## src/rtl/reg_file_mp.sv

```systemverilog
// reg_file_mp: parametrised multi-port register file for the 16-bit pipeline.
// Flop-based storage, combinational read ports, one write port.
// An optional write-to-read bypass is controlled by the BYPASS parameter.
// Compile-time option: define REGFILE_SCOREBOARD_EN to add the busy-bit
// scoreboard and the iss_valid_i/iss_dst_i/rd_busy_o/stall_o ports.
module reg_file_mp #(
  parameter int                 DATA_W    = 16,
  parameter int                 ADDR_W    = 3,
  parameter int                 NUM_RD    = 2,
  parameter bit                 ZERO_REG  = 1'b1,
  parameter bit                 BYPASS    = 1'b1,
  parameter logic [DATA_W-1:0]  RESET_VAL = '0
) (
  input  logic                     clk_i,
  input  logic                     rst_i,
  input  logic [NUM_RD*ADDR_W-1:0] rd_addr_i,
  output logic [NUM_RD*DATA_W-1:0] rd_data_o,
  input  logic                     wr_en_i,
  input  logic [ADDR_W-1:0]        wr_addr_i,
  input  logic [DATA_W-1:0]        wr_data_i
`ifdef REGFILE_SCOREBOARD_EN
  ,
  input  logic                     iss_valid_i,
  input  logic [ADDR_W-1:0]        iss_dst_i,
  output logic [NUM_RD-1:0]        rd_busy_o,
  output logic                     stall_o
`endif
);

  localparam int DEPTH = 1 << ADDR_W;

  logic [DATA_W-1:0] regs_q [DEPTH];
  logic [DATA_W-1:0] regs_d [DEPTH];

  // Next-state of the array: only the addressed register changes, and register 0 stays put when hardwired.
  always_comb begin
    for (int i = 0; i < DEPTH; i++) begin
      regs_d[i] = regs_q[i];
    end
    if (wr_en_i && !(ZERO_REG && (wr_addr_i == '0))) begin
      regs_d[wr_addr_i] = wr_data_i;
    end
  end

  // Storage flops; reset is asynchronous, so a write in flight during reset is lost.
  always_ff @(posedge clk_i or posedge rst_i) begin
    if (rst_i) begin
      for (int i = 0; i < DEPTH; i++) begin
        regs_q[i] <= (ZERO_REG && (i == 0)) ? {DATA_W{1'b0}} : RESET_VAL;
      end
    end else begin
      for (int i = 0; i < DEPTH; i++) begin
        regs_q[i] <= regs_d[i];
      end
    end
  end

  // Read ports: hardwired zero first, then same-cycle bypass, then the stored value.
  always_comb begin
    rd_data_o = '0;
    for (int k = 0; k < NUM_RD; k++) begin
      if (ZERO_REG && (rd_addr_i[k*ADDR_W +: ADDR_W] == '0)) begin
        rd_data_o[k*DATA_W +: DATA_W] = '0;
      end else if (BYPASS && wr_en_i && (wr_addr_i == rd_addr_i[k*ADDR_W +: ADDR_W])) begin
        rd_data_o[k*DATA_W +: DATA_W] = wr_data_i;
      end else begin
        rd_data_o[k*DATA_W +: DATA_W] = regs_q[rd_addr_i[k*ADDR_W +: ADDR_W]];
      end
    end
  end

`ifdef REGFILE_SCOREBOARD_EN
  logic [DEPTH-1:0] busy_q;
  logic [DEPTH-1:0] busy_d;

  // Busy-bit update: retire first, then issue, so a same-register issue overrides the retiring write.
  always_comb begin
    busy_d = busy_q;
    if (wr_en_i) begin
      busy_d[wr_addr_i] = 1'b0;
    end
    if (iss_valid_i && !(ZERO_REG && (iss_dst_i == '0))) begin
      busy_d[iss_dst_i] = 1'b1;
    end
  end

  // Busy-bit register, cleared by reset.
  always_ff @(posedge clk_i or posedge rst_i) begin
    if (rst_i) begin
      busy_q <= '0;
    end else begin
      busy_q <= busy_d;
    end
  end

  // Per-port busy lookup; a write being bypassed this cycle already satisfies the reader.
  always_comb begin
    rd_busy_o = '0;
    for (int k = 0; k < NUM_RD; k++) begin
      rd_busy_o[k] = busy_q[rd_addr_i[k*ADDR_W +: ADDR_W]] &
                     ~(BYPASS && wr_en_i && (wr_addr_i == rd_addr_i[k*ADDR_W +: ADDR_W]));
    end
    stall_o = |rd_busy_o;
  end
`endif

endmodule

```

## config.mk

```make
export PLATFORM = sky130hd
export DESIGN_NAME = reg_file_mp
export DESIGN_NICKNAME = d
export VERILOG_FILES = /design/src/rtl/reg_file_mp.sv
export SDC_FILE = /design/constraint.sdc
export NUM_CORES = 1
export LEC_CHECK = 0
export CAP_MARGIN = 20
export CORE_ASPECT_RATIO = 1.4
export CORE_MARGIN = 2
export CORE_UTILIZATION = 25
export CTS_CLUSTER_DIAMETER = 30
export DETAILED_ROUTE_END_ITERATION = 6
export SYNTH_ARGS = -nofsm -noshare
export SYNTH_HDL_FRONTEND = slang
export SYNTH_SLANG_ARGS = --single-unit
export TNS_END_PERCENT = 50
```

## constraint.sdc

```tcl
create_clock -name clk_i -period 5.6 [get_ports clk_i]
set_input_delay 1.12 -clock clk_i [delete_from_list [all_inputs] [get_ports clk_i]]
set_output_delay 1.12 -clock clk_i [all_outputs]
set_load 0.03 [all_outputs]
```

==> out/results.txt <==
Die Area = 29,600 µm²
R2r endpoint = regs_q[74]$_DFFE_PP0P_
CP cell instances = clkdlybuf4s50_1 -> buf_4 -> xnor2_1 -> and4_1 -> a211oi_1 -> nor3_1 -> clkdlybuf4s50_1
Reg2reg start = regs_q[74]$_DFFE_PP0P_
Residual DRC = 0
Share of layout cells above drive strength 1 = 0.413
Final Skew = 0 ns
Register area = 3200 µm²
Slowest CP cell = clkdlybuf4s50_1
Max FO, Critical Path = 9
Final Net Count = 621
Antenna Diode Count = 0
HPWL Detailed = 13,700 µm
GRT Util Overall = 0.142
Vias in the first global route = 5,198
Max Cap Violations = 0
Clock Tree Buf Depth = 2
TritonCTS buffer count = 17
Routed len/inst = 21.2 µm
Critical Path Source = rd_addr_i[1]
TritonCTS clock tree = built
Clock sink count = 128
Fin Setup TNS = 0 ns
Max incr delay on CP = 0.74 ns
CP delay by family, top = buffers and inverters
Iter 0 DRT Violations = 398
Largest regs = regs_q (128)
Dpl ws = 0.906 ns
Setup violators final = 0
Yosys synthesis warning count = 0
Multi-input combinational cell area = 3590 µm²
Final instance area = 8800 µm²
CTS root buf = clkbuf_16
Worst Path Class, Setup = primary input to output pin
Postcts setup bufs = 0
Highest Clock Rate = 214 MHz
DR vias/cell = 5.02
GPL Wtd Cong = 0.751
I/O pin count = 60
Site row count = 72
Register-to-register setup slack = 4.80 ns
Critical Path RT = 4.48 ns
Syn Area/Cell = 12.9 µm²
Worst setup EP type = output pin
Max reg flops = 128
Clk pin slew, worst setup/hold paths = 0.05 ns
Area grow syn2layout = 24.5%
Width of the die = 146 µm
Total Power = 3.36 mW
Post-cts repair resize count = 0
Buffers on Ports = 59
Final WS setup = 0.922 ns
WP buf/inv = 3
Synth unique cells = 27
PD cells = 382 nW/µm²
Largest net degree at the start of global routing = 68
Post-synthesis sequential area ratio = 0.453
Most used cell, CP = clkdlybuf4s50_1
Post-route ant nets = 0
Global-route wire length before repair = 31,500 µm
Initial antenna violation count = 1
Total grt overflow = 0
Vias = 4,895
Cts hold-fix bufs = 0
CP arrival = 3.56 ns
Crit start category = primary input
Slew HR = 0.398
DP Area = 8110 µm²
Slew Limit Fails = 0
Hold_ws = 0.400 ns
Worst slew pin tran = 0.898 ns
CTS H-Tree Depth = 4
VDD IR-drop max = 0.198 mV
Synthesized flop and latch total = 128
Status = finished, final reports clean
Post-synthesis cell area = 7060 µm²
FF-to-FF path depth = 1
Fin crit share = 0.835
Worst path depth = 7
Fin. Hold Viols = 0
Core area = 27,700 µm²
Syn Nets = 576
Largest register by flop count = regs_q
Tmin final = 4.68 ns
Clock Latency Late Sink = 0.42 ns
Initial core utilization = 0.255
Drt pass-1 iters = 4
Cells after Synth = 548
Final-layout fill cell count = 2,815
Die height = 203 µm
Post-Route WL = 20,700 µm
Leak = 3.65 nW
Hold Crit Class = flip-flop to flip-flop
Worst setup path end = rd_data_o[11]
RSZ-0062 raised after global routing = no
## worst min path at each step
stage | from | endpoint | depth (start not counted)
global route | regs_q[118]$_DFFE_PP0P_ | regs_q[118]$_DFFE_PP0P_ | 0
detailed placement | regs_q[118]$_DFFE_PP0P_ | regs_q[118]$_DFFE_PP0P_ | 0
finish | regs_q[118]$_DFFE_PP0P_ | regs_q[118]$_DFFE_PP0P_ | 0
floorplan | regs_q[113]$_DFFE_PP0P_ | regs_q[113]$_DFFE_PP0P_ | 1
CTS | regs_q[118]$_DFFE_PP0P_ | regs_q[118]$_DFFE_PP0P_ | 0
global placement | regs_q[117]$_DFFE_PP0P_ | regs_q[117]$_DFFE_PP0P_ | 0
## cell usage in the layout, fill, tap and decap left out, types with 3 or more instances in the layout
cell,count
clkbuf_16,17
xnor2_1,3
dfrtp_1,128
xor2_1,3
mux2_2,112
mux4_2,34
nor3_1,30
clkdlybuf4s50_1,26
buf_12,10
nor2_1,32
bufinv_16,5
mux2i_1,62
nand4b_1,3
a211oi_1,30
clkbuf_8,6
o22ai_1,31
buf_4,51
## through the flow
stage / util / std cells
floorplan: - / 548
CTS: 0.317 / 976
global route: 0.317 / 976
detailed placement: 0.292 / 944
global placement: 0.292 / 944
finish: 0.317 / 976
## report_power, final
part / switching [mW] / total (mW) / internal (mW)
sequential: 0.128 / 1.23 / 1.11
combinational: 0.400 / 0.858 / 0.458
clock: 0.412 / 1.27 / 0.860
total: 0.940 / 3.36 / 2.42
## cell type report
type                    count  share of cell area
clock buffers              23              0.0578
clock inverters             9              0.0199
inverters                   1            0.000711
multi-input cells         356               0.408
flip-flops and latches    128               0.364
well taps                 370              0.0526
repair buffers             89              0.0970
## cells in the mapped netlist
cell      count  area, µm²
and4_1        1       8.76
or2_2         2       12.5
buf_2        31        155
nor4b_4       1       23.8
nand4_1       2       12.5
nor4bb_1      2       20.0
mux2i_1      62        621
buf_4         4       30.0
xor2_1        3       26.3
xnor2_1       3       26.3
a21oi_1       1       5.00
mux2_2      112       1260
o22ai_1      31        194
nor3_1       31        155
nor3_2        1       10.0
mux4_2       34        766
inv_1         1       3.75
clkbuf_1     26       97.6
a211oi_2      1       12.5
buf_6         2       22.5
nand2b_1      2       12.5
nand4b_1      3       26.3
a211oi_1     30        225
nand2_1       1       3.75
nor2_1       32        120
dfrtp_1     128       3200
or4b_1        1       10.0
## cells by family after synthesis
family,share of synthesized area
flops,0.453
buf+inv,0.0437
compound gates,0.0618
xor+xnor,0.00744
mux,0.375
simple gates,0.0588
## per-layer routing
metal	part of all wire	track usage
met4	0.016	0.0468
met5	0	0
met2	0.50	0.237
met3	0.043	0.0317
met1	0.44	0.183
(Power assumes the default switching activity.)
